[config.mk]
export PLATFORM = sky130hd
export DESIGN_NAME = alu_exec
export DESIGN_NICKNAME = d
export VERILOG_FILES = /design/src/rtl/alu_pkg.sv /design/src/rtl/alu_shifter.sv /design/src/rtl/alu_exec.sv
export SDC_FILE = /design/constraint.sdc
export NUM_CORES = 1
export LEC_CHECK = 0
export ABC_AREA = 1
export BUFFER_PORTS_ARGS = -buffer_cell sky130_fd_sc_hd__buf_2
export CAP_MARGIN = 30
export CORE_MARGIN = 1.5
export CORE_UTILIZATION = 57
export DETAILED_ROUTE_END_ITERATION = 12
export GPL_TIMING_DRIVEN = 0
export PLACE_DENSITY = 0.73
export SETUP_SLACK_MARGIN = 0.1
export SLEW_MARGIN = 20
export SYNTH_ARGS = -nofsm -noshare
export SYNTH_HDL_FRONTEND = slang
export SYNTH_SLANG_ARGS = --single-unit
[constraint.sdc]
create_clock -name clk -period 4.9 [get_ports clk]
set_input_delay 0.735 -clock clk [delete_from_list [all_inputs] [get_ports clk]]
set_output_delay 0.735 -clock clk [all_outputs]
set_load 0.01 [all_outputs]
[src/rtl/alu_pkg.sv]
// Shared types for the execute-stage ALU: operation codes, widths and FSM states.
// ALU control imports alu_type_e from here so both sides agree on the encoding.
package alu_pkg;

    localparam int DATA_W  = 32;
    localparam int SHAMT_W = 5;

    typedef enum logic [3:0] {
        ALU_ADD  = 4'd0,
        ALU_SUB  = 4'd1,
        ALU_SLL  = 4'd2,
        ALU_SLT  = 4'd3,
        ALU_SLTU = 4'd4,
        ALU_XOR  = 4'd5,
        ALU_SRL  = 4'd6,
        ALU_SRA  = 4'd7,
        ALU_OR   = 4'd8,
        ALU_AND  = 4'd9
    } alu_type_e;

    typedef enum logic [1:0] {
        ST_IDLE  = 2'd0,
        ST_SHIFT = 2'd1,
        ST_DONE  = 2'd2
    } state_e;

    function automatic logic is_shift(input logic [3:0] op);
        return (op == ALU_SLL) || (op == ALU_SRL) || (op == ALU_SRA);
    endfunction

endpackage

[src/rtl/alu_shifter.sv]
// Iterative 1-bit-per-cycle shifter with its own shift register and down-counter.
// value is the register after this cycle's step, so the final result is ready when done.
module alu_shifter
    import alu_pkg::*;
(
    input  logic                clk,
    input  logic                rst,
    input  logic                load,
    input  logic [DATA_W-1:0]   src,
    input  logic [SHAMT_W-1:0]  shamt,
    input  alu_type_e           mode,
    output logic                done,
    output logic [DATA_W-1:0]   value
);

    logic [DATA_W-1:0]  shreg;
    logic [SHAMT_W-1:0] count;
    alu_type_e          mode_q;
    logic [DATA_W-1:0]  step;

    always_comb begin
        step = shreg;
        case (mode_q)
            ALU_SLL: step = {shreg[DATA_W-2:0], 1'b0};
            ALU_SRL: step = {1'b0, shreg[DATA_W-1:1]};
            ALU_SRA: step = {shreg[DATA_W-1], shreg[DATA_W-1:1]};
            default: step = shreg;
        endcase
    end

    // Data register is not reset; the counter alone decides whether it matters.
    always_ff @(posedge clk) begin
        if (load) begin
            shreg  <= src;
            mode_q <= mode;
        end else if (count != '0) begin
            shreg <= step;
        end
    end

    always_ff @(posedge clk) begin
        if (rst) begin
            count <= '0;
        end else if (load) begin
            count <= shamt;
        end else if (count != '0) begin
            count <= count - 1'b1;
        end
    end

    assign done  = (count == SHAMT_W'(1));
    assign value = step;

endmodule

[src/rtl/alu_exec.sv]
// Execute-stage ALU: single-cycle add/sub/logic/compare, iterative shifts,
// valid/ready on both sides and a registered result with zero flag.
module alu_exec
    import alu_pkg::*;
(
    input  logic               clk,
    input  logic               rst,
    input  logic               in_valid,
    output logic               in_ready,
    input  logic [3:0]         ALUType,
    input  logic [DATA_W-1:0]  src1,
    input  logic [DATA_W-1:0]  src2,
    output logic               out_valid,
    input  logic               out_ready,
    output logic [DATA_W-1:0]  result,
    output logic               zero
);

    state_e              state;
    state_e              state_nxt;
    logic                accept;
    logic                shift_start;
    logic                load_direct;
    logic                shift_finish;
    logic                shift_done;
    logic [DATA_W-1:0]   shift_value;
    logic [DATA_W-1:0]   single_res;
    logic [SHAMT_W-1:0]  shamt;

    // Shift codes land here only when shamt is zero, so they pass src1 through.
    function automatic logic [DATA_W-1:0] alu_single(
        input logic [3:0]        op,
        input logic [DATA_W-1:0] a,
        input logic [DATA_W-1:0] b
    );
        logic signed [DATA_W-1:0] a_s;
        logic signed [DATA_W-1:0] b_s;
        logic [DATA_W-1:0]        r;
        a_s = a;
        b_s = b;
        r   = '0;
        case (op)
            ALU_ADD:  r = a + b;
            ALU_SUB:  r = a - b;
            ALU_SLT:  r = {{(DATA_W-1){1'b0}}, (a_s < b_s)};
            ALU_SLTU: r = {{(DATA_W-1){1'b0}}, (a < b)};
            ALU_XOR:  r = a ^ b;
            ALU_OR:   r = a | b;
            ALU_AND:  r = a & b;
            ALU_SLL, ALU_SRL, ALU_SRA: r = a;
            default:  r = '0;
        endcase
        return r;
    endfunction

    assign shamt        = src2[SHAMT_W-1:0];
    assign in_ready     = !rst && ((state == ST_IDLE) || ((state == ST_DONE) && out_ready));
    assign accept       = in_valid && in_ready;
    assign shift_start  = accept && is_shift(ALUType) && (shamt != '0);
    assign load_direct  = accept && !shift_start;
    assign shift_finish = (state == ST_SHIFT) && shift_done;
    assign single_res   = alu_single(ALUType, src1, src2);
    assign out_valid    = (state == ST_DONE);

    alu_shifter u_shifter (
        .clk   (clk),
        .rst   (rst),
        .load  (shift_start),
        .src   (src1),
        .shamt (shamt),
        .mode  (alu_type_e'(ALUType)),
        .done  (shift_done),
        .value (shift_value)
    );

    always_comb begin
        state_nxt = state;
        case (state)
            ST_IDLE: begin
                if (shift_start)      state_nxt = ST_SHIFT;
                else if (load_direct) state_nxt = ST_DONE;
            end
            ST_SHIFT: begin
                if (shift_done) state_nxt = ST_DONE;
            end
            ST_DONE: begin
                if (shift_start)      state_nxt = ST_SHIFT;
                else if (load_direct) state_nxt = ST_DONE;
                else if (out_ready)   state_nxt = ST_IDLE;
            end
            default: state_nxt = ST_IDLE;
        endcase
    end

    // Output register stage: result/zero only move on a load or a finished shift.
    always_ff @(posedge clk) begin
        if (rst) begin
            state  <= ST_IDLE;
            result <= '0;
            zero   <= 1'b0;
        end else begin
            state <= state_nxt;
            if (load_direct) begin
                result <= single_res;
                zero   <= (single_res == '0);
            end else if (shift_finish) begin
                result <= shift_value;
                zero   <= (shift_value == '0);
            end
        end
    end

endmodule

==> results of run 1 <==
cells in the final DEF (no fill, tap or decap), types with 16 or more instances in the layout:
cell / Yosys / final
edfxtp_1: 36 / 36
a31oi_1: 23 / 23
nand4_1: 22 / 22
o21ai_0: 73 / 73
nor2_1: 223 / 223
inv_1: 337 / 337
ha_1: 106 / 106
buf_2: 28 / 133
a221oi_1: 21 / 21
buf_4: 15 / 16
o22ai_1: 50 / 50
nor3_1: 21 / 21
nand3_1: 147 / 147
clkbuf_1: 16 / 17
a21oi_1: 57 / 57
dfxtp_1: 40 / 40
nand2_1: 570 / 570
worst paths after layout:
kind                      to  slack (ns)  cells past startpoint
setup / recovery        zero        1.39                     18
hold reg to reg   result[31]        0.46                      2
hold / removal    result[31]        0.46                      2
setup reg to reg        zero        2.25                     14
per-layer routing:
metal	up-vias	part of all wire, %	GRT usage [%]
met5	-	0	0
met4	0	4.5	18.8
met3	123	13	6.59
met2	828	43	67.5
met1	5943	40	57.2
li1	6279	-	-
cells by family after synthesis:
logic type | after synthesis | share of synthesized area, %
flip-flops | 76 | 17.4
multiplexers | 1 | 0.0926
XOR/XNOR | 5 | 0.405
AND/OR/NAND/NOR | 1023 | 39.2
AO/OA/AOI/OAI | 262 | 14.9
buffers and inverters | 411 | 15.3
adder cells (fa/ha/maj) | 108 | 12.6
state kept, by name, summed over array words and instances, names as in the netlist:
| register | flops |
|---|---|
| result | 32 |
| u_shifter.shreg | 32 |
| u_shifter.count | 5 |
| u_shifter.mode_q | 4 |
| state | 2 |
| zero | 1 |
power breakdown:
| group | switching (mW) | leakage (nW) | total [mW] | internal [mW] |
|---|---|---|---|---|
| clock | 0.253 | 0.145 | 0.637 | 0.384 |
| sequential | 0.0839 | 0.693 | 1.02 | 0.932 |
| combinational | 1.12 | 5.74 | 1.62 | 0.500 |
cell type report:
type | count | area [um^2] | share of cell area [%]
Inverter | 346 | 1300 | 10.9
Sequential cell | 76 | 1880 | 15.8
Tap cell | 234 | 293 | 2.45
Clock buffer | 12 | 268 | 2.24
Buffer | 65 | 358 | 3.00
Multi-Input combinational cell | 1399 | 7270 | 60.9
Clock inverter | 4 | 20.0 | 0.168
Timing Repair Buffer | 108 | 556 | 4.65
worst max-delay path: stages:
cell     delay, ns
buf_2         0.15
ha_1          0.29
fa_1          0.51
nand2_1       0.12
nand2_1       0.12
nand3_1       0.14
nand2_1       0.20
nand2_1       0.14
nand3_1       0.08
nand3_1       0.10
nand3_1       0.27
nor2_1        0.17
nand2_1       0.15
nor2_1        0.12
nand2_1       0.10
nor2_1        0.11
nand3_1       0.12
a21oi_1       0.14
through the flow:
| step | setup slack, ns | utilization [%] | cells | hold slack [ns] | total power, mW |
|---|---|---|---|---|---|
| after floorplan | 1.96 | - | 1886 | 0.488 | 2.09 |
| after global placement | 1.15 | 62.4 | 2225 | 0.450 | 2.51 |
| after detailed placement | 1.24 | 62.5 | 2227 | 0.456 | 2.57 |
| after CTS | 1.56 | 64.0 | 2243 | 0.465 | 3.21 |
| after global routing | 1.25 | 64.1 | 2244 | 0.499 | 3.45 |
| final | 1.39 | 64.1 | 2244 | 0.462 | 3.27 |
==> flow_metrics.py, run 1 <==
metrics = {
    "timing": {
        "timing.final.crit_share_pct": 71.6,
        "hold_viol": 0,
        "period_minus_slack_ns": 3.51,
        "fmax_ghz": 0.285,
        "worst_slew_pin_slew_ns": 0.778,
        "setup_viol": 0,
        "fin_skew_ns": 0.00578,
        "max-slew-margin-rel_pct": 48.1,
        "rsz0062_at_grt": "false",
        "maxSlewViolCount": 0,
        "fin_tns_setup_ns": 0,
    },
    "final_layout": {
        "diodes": 0,
        "fin_area_mm2": 0.0119,
        "drive_above_1_share_pct": 9.95,
        "fillCellCount": 1898,
        "syn2layout_area_growth_pct": 10.5,
        "nets": 2185,
    },
    "placement": {
        "dpl_cell_area_mm2": 0.0117,
        "dp_hpwl_um": 35700,
        "port_buffers": 105,
        "place_congestion": 1.06,
    },
    "synthesis": {
        "synth_area_per_cell_um2": 5.73,
        "synth_warnings": 0,
        "synth.distinct_cells": 46,
        "synthCells": 1886,
        "netlist_top_cells_count": "nand2_1, inv_1, nor2_1",
        "ys_async_sr_fraction_pct": 0,
        "synth-seq-cells": 76,
        "post-synth-top-count-cell": "nand2_1",
        "synth_edf_count": 36,
        "yosysTopAreaCell": "nand2_1",
        "synth-main-ff-cell": "dfxtp_1",
        "synth_top_area_share_pct": 19.8,
        "netlist_top_cells_area": "nand2_1, ha_1, inv_1",
        "syn-num-nets": 2066,
        "netlist_area_mm2": 0.0108,
        "yosysSeqAreaShare_pct": 17.4,
    },
    "clock_network": {
        "cts.sinks": 76,
        "insertion_delay_ns": 0.34,
        "cts_made_buffers": 9,
        "cts_tree": "built",
        "path_clk_slew_ns": 0.05,
        "cts_post_setup_buffers_inserted": 0,
        "root_buffer": "clkbuf_16",
        "hold_buffers": 0,
        "cts_resized": 0,
        "htree_levels": 3,
        "cts_buffer_depth": 2,
    },
    "worst_hold_path": {
        "hold_path_class": "reg -> reg",
        "holdCritStartpoint": "result[31]",
    },
    "detailed_routing": {
        "firstDrtPassIters": 6,
        "drc": 0,
        "vias": 13173,
        "drtAntennaViolNets": 0,
        "finalWirelength_um": 42800,
        "avgViaCountPerCell": 5.87,
        "wl_per_cell_um": 19.1,
        "dr.first_iter.drc_count": 1596,
    },
    "critical_path": {
        "path_class": "in -> reg",
        "cp_max_fo": 5,
        "crit_start": "src2[0]",
        "start_kind": "input pin",
        "endpoint_kind": "flop",
        "arrival_ns": 3.78,
        "required_ns": 5.17,
        "r2r_start": "u_shifter.mode_q[3]",
    },
    "global_route": {
        "grt_pass1_vias": 11728,
        "antenna_found_initial": 0,
        "grt_pass1_wl_um": 64200,
        "grt_usage_pct": 42.5,
        "grt-ovfl-total": 0,
        "grt_max_degree": 16,
    },
    "floorplan": {
        "core_region_area_mm2": 0.0186,
        "rows": 50,
        "fp.dieW_um": 141,
        "start_util_pct": 58.0,
        "die_y_um": 141,
        "io_pins": 107,
        "die_area_mm2": 0.0198,
    },
    "run_status": {
        "run_status": "complete, no violations",
    },
    "flow_run": {
        "drv_cap": 0,
    },
    "power_and_ir_drop": {
        "p_per_area_mw_per_mm2": 274,
        "peakVddDrop_mv": 0.168,
        "p_leak_nw": 6.58,
    },
}
Note: power is estimated with default switching activity, not from simulation.
==> run 2: changes to the inputs <==
==> constraint.sdc (replaced) <==
create_clock -name clk -period 3.4 [get_ports clk]
set_input_delay 0.51 -clock clk [delete_from_list [all_inputs] [get_ports clk]]
set_output_delay 0.51 -clock clk [all_outputs]
set_load 0.01 [all_outputs]
==> run 2 against run 1 <==
Compared with the run above: power is 44% higher; flip-flop and latch count is the same; register-to-register slack got worse by 1.5 ns; cell area about the same; critical path depth grew 1; via count decreased by 0.75%; highest routed layer unchanged; largest cell class unchanged; core utilization rose by 0.054 points.
==> flow_metrics.py, run 2 (synthesis gave the netlist of run 1 again) <==
metrics = {
    "detailed_routing": {
        "finalWirelength_um": 42800,
        "vias": 13074,
        "dr.first_iter.drc_count": 1620,
        "avgViaCountPerCell": 5.83,
        "wl_per_cell_um": 19.1,
        "drtAntennaViolNets": 0,
        "firstDrtPassIters": 8,
        "drc": 0,
    },
    "critical_path": {
        "path_buf_inv": 5,
        "max_stage_delay_ns": 0.40,
        "crit_family": "simple AND/OR/NAND/NOR gates",
        "worstRegToRegCells": 12,
        "cp_max_fo": 9,
        "r2r-end": "zero",
        "path_cells": "buf_2 > inv_1 > ha_1 > buf_4 > o21ai_0 > inv_1 > nand2_1 > inv_1 > nand3_1 > nand2_1 > nand3_1 > nand3_1 > nor2_1 > nand2_1 > nor2_1 > nand2_1 > nor2_1 > nand3_1 > a21oi_1",
        "arrival_ns": 3.35,
        "endpoint_kind": "flop",
        "required_ns": 3.67,
        "start_kind": "input pin",
        "path_class": "in -> reg",
        "r2r_start": "u_shifter.mode_q[3]",
        "cpMaxStageDelayCell": "o21ai_0",
        "rrSetupSlack_ns": 0.75,
        "crit_start": "src1[10]",
    },
    "final_layout": {
        "fin_area_mm2": 0.0120,
        "diodes": 0,
        "final_cells": 2244,
        "nets": 2185,
        "fillCellCount": 1898,
        "mostFrequentLayoutCell": "nand2_1",
        "reg_top3": "result x32, u_shifter.shreg x32, u_shifter.count x5",
        "layout_common_cells": "nand2_1, inv_1, nor2_1",
        "syn2layout_area_growth_pct": 10.6,
        "drive_above_1_share_pct": 10.1,
    },
    "floorplan": {
        "start_util_pct": 58.0,
        "fp.dieW_um": 141,
        "die_area_mm2": 0.0198,
        "io_pins": 107,
        "die_y_um": 141,
        "core_region_area_mm2": 0.0186,
        "rows": 50,
    },
    "clock_network": {
        "root_buffer": "clkbuf_16",
        "path_clk_slew_ns": 0.05,
        "cts_buffer_depth": 2,
        "cts.sinks": 76,
        "insertion_delay_ns": 0.34,
        "htree_levels": 3,
        "cts_tree": "built",
        "cts_made_buffers": 9,
    },
    "worst_hold_path": {
        "hold_path_class": "in -> reg",
        "whs_endpoint": "u_shifter.mode_q[0]",
        "whs_path_depth": 1,
        "holdCritStartpoint": "ALUType[0]",
    },
    "timing": {
        "period_minus_slack_ns": 3.08,
        "timing.final.crit_share_pct": 90.6,
        "max-slew-margin-rel_pct": 47.4,
        "maxSlewViolCount": 0,
        "worst_slew_pin_slew_ns": 0.788,
        "fin_tns_setup_ns": 0,
        "fin_skew_ns": 0.00433,
        "fmax_ghz": 0.325,
        "rsz0062_at_grt": "false",
        "hold_viol": 0,
        "setup_viol": 0,
    },
    "global_route": {
        "grt_pass1_wl_um": 64200,
        "grt-ovfl-total": 0,
        "antenna_found_initial": 0,
        "grt_pass1_vias": 11728,
        "grt_max_degree": 16,
        "grt_usage_pct": 42.5,
    },
    "run_status": {
        "run_status": "complete, no violations",
    },
    "power_and_ir_drop": {
        "p_int_mw": 2.62,
        "p_sw_share_pct": 44.5,
        "p_sw_mw": 2.10,
        "combPwrFrac_pct": 49.6,
        "peakVddDrop_mv": 0.242,
        "pwr-share-seq_pct": 31.0,
        "power_mw": 4.72,
        "p_per_area_mw_per_mm2": 394,
        "p_clk_share_pct": 19.4,
        "p_leak_nw": 6.59,
    },
    "placement": {
        "port_buffers": 105,
        "place_congestion": 1.06,
        "dpl_cell_area_mm2": 0.0117,
        "dp_hpwl_um": 35700,
        "place_inst": 2227,
    },
    "flow_run": {
        "drv_cap": 0,
    },
}
==> run 2: what timing repair did <==
item                       4_1_cts  5_1_grt
resized for setup                0        3
setup buffers                    0        0
hold buffers                     0        0
setup endpoints to repair        0        1
==> run 2: power groups by stage <==
stage	Combinational, mW	Sequential [mW]	Clock [mW]
finish	2.34	1.46	0.915
global route	2.55	1.48	0.947
global placement	2.14	1.48	0
floorplan	1.54	1.47	0
detailed placement	2.24	1.47	0
CTS	2.25	1.46	0.909
==> run 2: how the worst max path moves through the flow <==
stage	to	slack [ns]	depth (start not counted)
global placement	u_shifter.shreg[25]	-0.12	7
finish	zero	0.32	19
floorplan	u_shifter.shreg[0]	0.69	6
global route	zero	0.10	19
CTS	zero	0.29	18
detailed placement	zero	-0.04	18
==> run 2: cell type report <==
cell class,count,area [um^2],area share (%)
timing repair buffer,108,556,4.65
tap,234,293,2.45
clock buffer,12,268,2.24
inverter,346,1300,10.9
buffer,65,358,2.99
sequential,76,1880,15.7
clock inverter,4,20.0,0.167
multi-input combinational,1399,7280,60.9
==> run 2: routing by layer <==
layer	GRT usage, %	share of wire, %	vias to the layer above
met2	67.5	43	816
li1	-	-	6280
met1	57.2	40	5868
met4	18.8	4.4	0
met3	6.59	13	110
met5	0	0	-
==> run 2: through the flow <==
step	setup WS (ns)	hold slack, ns	util, %
2_1_floorplan	0.688	0.488	-
3_3_place_gp	-0.120	0.450	62.4
3_5_place_dp	-0.0385	0.456	62.5
4_1_cts	0.289	0.434	64.0
5_1_grt	0.105	0.445	64.1
6_report	0.321	0.439	64.1
==> run 2: worst reg2reg max path, cell delays in order (launching register included) <==
cell      delay (ns)
edfxtp_1        0.37
inv_1           0.10
nand3_1         0.25
nor2_4          0.32
clkinv_1        0.34
o21ai_0         0.57
nor3_1          0.13
nand3b_1        0.12
nor2_1          0.07
nand2_1         0.07
nor2_1          0.03
nor2_1          0.10
a21oi_1         0.07
==> run 3: changes to the inputs <==
--- a/config.mk
+++ b/config.mk
@@ -13,8 +13,9 @@
 export DETAILED_ROUTE_END_ITERATION = 12
 export GPL_TIMING_DRIVEN = 0
 export PLACE_DENSITY = 0.73
+export RECOVER_POWER = 50
 export SETUP_SLACK_MARGIN = 0.1
-export SLEW_MARGIN = 20
+export SLEW_MARGIN = 5
 export SYNTH_ARGS = -nofsm -noshare
 export SYNTH_HDL_FRONTEND = slang
 export SYNTH_SLANG_ARGS = --single-unit
==> constraint.sdc (replaced) <==
create_clock -name clk -period 3.4 [get_ports clk]
set_input_delay 0.51 -clock clk [delete_from_list [all_inputs] [get_ports clk]]
set_output_delay 0.51 -clock clk [all_outputs]
set_load 0.005 [all_outputs]
==> run 3 against run 2 <==
Compared with the run above: cell count hardly changed; fmax is 1.4% lower; core utilization is 0.11 points lower; critical path depth is 9 lower; count of clock-buffer cells in the layout is 1 higher; setup slack worse by 0.044 ns; largest cell class unchanged; largest power group unchanged.
==> flow_metrics.py, run 3 (synthesis gave the netlist of run 1 again) <==
metrics = {
    "run_status": {
        "run_status": "complete, no violations",
    },
    "critical_path": {
        "rrSetupSlack_ns": 0.72,
        "r2r_start": "u_shifter.mode_q[3]",
        "cp_common_cell": "inv_1",
        "r2r-end": "zero",
        "path_class": "in -> reg",
        "start_kind": "input pin",
        "endpoint_kind": "flop",
        "path_buf_inv": 5,
        "cpMaxStageDelayCell": "buf_1",
        "path_cells": "clkbuf_1 > inv_1 > nor2_1 > nand2_2 > inv_1 > nand3_1 > clkinv_1 > buf_1 > nand2_1 > o21ai_0",
        "cp_max_fo": 13,
        "required_ns": 3.58,
        "worstRegToRegCells": 13,
        "arrival_ns": 3.30,
        "max_stage_delay_ns": 0.65,
        "crit_family": "buffers and inverters",
    },
    "clock_network": {
        "insertion_delay_ns": 0.34,
        "cts_made_buffers": 9,
        "root_buffer": "clkbuf_16",
        "cts.sinks": 76,
        "cts_buffer_depth": 2,
        "cts_post_setup_buffers_inserted": 0,
        "cts_tree": "built",
        "path_clk_slew_ns": 0.06,
        "htree_levels": 3,
    },
    "detailed_routing": {
        "firstDrtPassIters": 5,
        "drtAntennaViolNets": 0,
        "wl_per_cell_um": 19.1,
        "finalWirelength_um": 42800,
        "dr.first_iter.drc_count": 1731,
        "drc": 0,
        "avgViaCountPerCell": 5.82,
        "vias": 13049,
    },
    "floorplan": {
        "io_pins": 107,
        "rows": 50,
        "core_region_area_mm2": 0.0186,
        "fp.dieW_um": 141,
        "die_y_um": 141,
        "die_area_mm2": 0.0198,
        "start_util_pct": 58.0,
    },
    "power_and_ir_drop": {
        "p_clk_share_pct": 20.9,
        "p_leak_nw": 6.51,
        "p_int_mw": 2.68,
        "combPwrFrac_pct": 48.3,
        "pwr-share-seq_pct": 30.8,
        "power_mw": 4.77,
        "p_sw_mw": 2.08,
        "p_sw_share_pct": 43.7,
        "p_per_area_mw_per_mm2": 399,
        "peakVddDrop_mv": 0.257,
    },
    "final_layout": {
        "diodes": 0,
        "nets": 2184,
        "mostFrequentLayoutCell": "nand2_1",
        "drive_above_1_share_pct": 9.01,
        "fin_area_mm2": 0.0119,
        "layout_common_cells": "nand2_1, inv_1, nor2_1",
        "reg_top3": "result x32, u_shifter.shreg x32, u_shifter.count x5",
        "syn2layout_area_growth_pct": 10.4,
        "fillCellCount": 1907,
    },
    "timing": {
        "hold_viol": 0,
        "max-slew-margin-rel_pct": 27.7,
        "rsz0062_at_grt": "false",
        "fmax_ghz": 0.320,
        "timing.final.crit_share_pct": 91.9,
        "worst_slew_pin_slew_ns": 1.08,
        "setup_viol": 0,
        "period_minus_slack_ns": 3.12,
        "fin_skew_ns": 0.00721,
        "maxSlewViolCount": 0,
    },
    "global_route": {
        "grt_max_degree": 18,
        "grt_usage_pct": 42.9,
        "antenna_found_initial": 1,
        "grt_pass1_vias": 11860,
        "grt-ovfl-total": 0,
        "grt_pass1_wl_um": 64800,
    },
    "worst_hold_path": {
        "hold_path_class": "reg -> reg",
        "whs_path_depth": 2,
        "holdCritStartpoint": "result[31]",
        "whs_endpoint": "result[31]",
    },
    "placement": {
        "place_congestion": 1.06,
        "dp_hpwl_um": 35600,
        "port_buffers": 105,
        "dpl_cell_area_mm2": 0.0116,
    },
    "flow_run": {
        "drv_cap": 0,
    },
}
==> run 3: worst min-delay path: stages, from the launching register on <==
cell,delay [ns]
dfxtp_1,0.30
nand2_1,0.06
a21oi_1,0.06
==> run 3: layer usage <==
metal / track usage (%) / routed length (um) / part of all wire, %
met5: 0 / 0 / 0
met4: 20.4 / 2050 / 4.8
met3: 8.42 / 5210 / 12
met2: 66.7 / 18200 / 43
met1: 57.1 / 17300 / 40
==> run 3: area by class of cell <==
| type | count | area (um^2) | area share, % |
|---|---|---|---|
| sequential | 76 | 1880 | 15.8 |
| buffer | 65 | 358 | 3.00 |
| inverter | 346 | 1300 | 10.9 |
| tap | 234 | 293 | 2.45 |
| timing repair buffer | 107 | 518 | 4.34 |
| multi-input combinational | 1399 | 7270 | 60.9 |
| clock inverter | 3 | 43.8 | 0.367 |
| clock buffer | 13 | 272 | 2.27 |
==> run 3: power by group through the flow <==
stage / logic (mW) / clock network (mW) / registers (mW)
finish: 2.30 / 0.997 / 1.47
global route: 2.52 / 1.03 / 1.48
CTS: 2.22 / 0.987 / 1.46
detailed placement: 2.20 / 0 / 1.48
global placement: 2.13 / 0 / 1.48
floorplan: 1.54 / 0 / 1.46
==> run 3: worst max-delay path by stage <==
| stage | depth (start not counted) | from | slack, ns | end |
|---|---|---|---|---|
| final | 10 | ALUType[1] | 0.28 | u_shifter.shreg[25] |
| after global routing | 10 | ALUType[1] | 0.12 | u_shifter.shreg[24] |
| after CTS | 18 | src2[0] | 0.29 | zero |
| after detailed placement | 18 | src2[0] | -0.03 | zero |
| after global placement | 7 | ALUType[2] | -0.12 | u_shifter.shreg[25] |
| after floorplan | 6 | rst | 0.69 | u_shifter.shreg[0] |
==> run 3: what timing repair did <==
action,CTS,global route
hold buffers,0,0
endpoints found under the setup margin,0,1
resized for setup,0,4
==> run 3: per-stage QoR <==
step	std cells	setup TNS, ns	utilization [%]	setup slack [ns]	hold WS (ns)
after global placement	2225	-3.91	62.4	-0.120	0.450
after global routing	2243	0	64.0	0.122	0.496
after floorplan	1886	0	-	0.688	0.461
final	2243	0	64.0	0.277	0.470
after detailed placement	2226	-0.0338	62.4	-0.0338	0.464
after CTS	2242	0	64.1	0.294	0.431
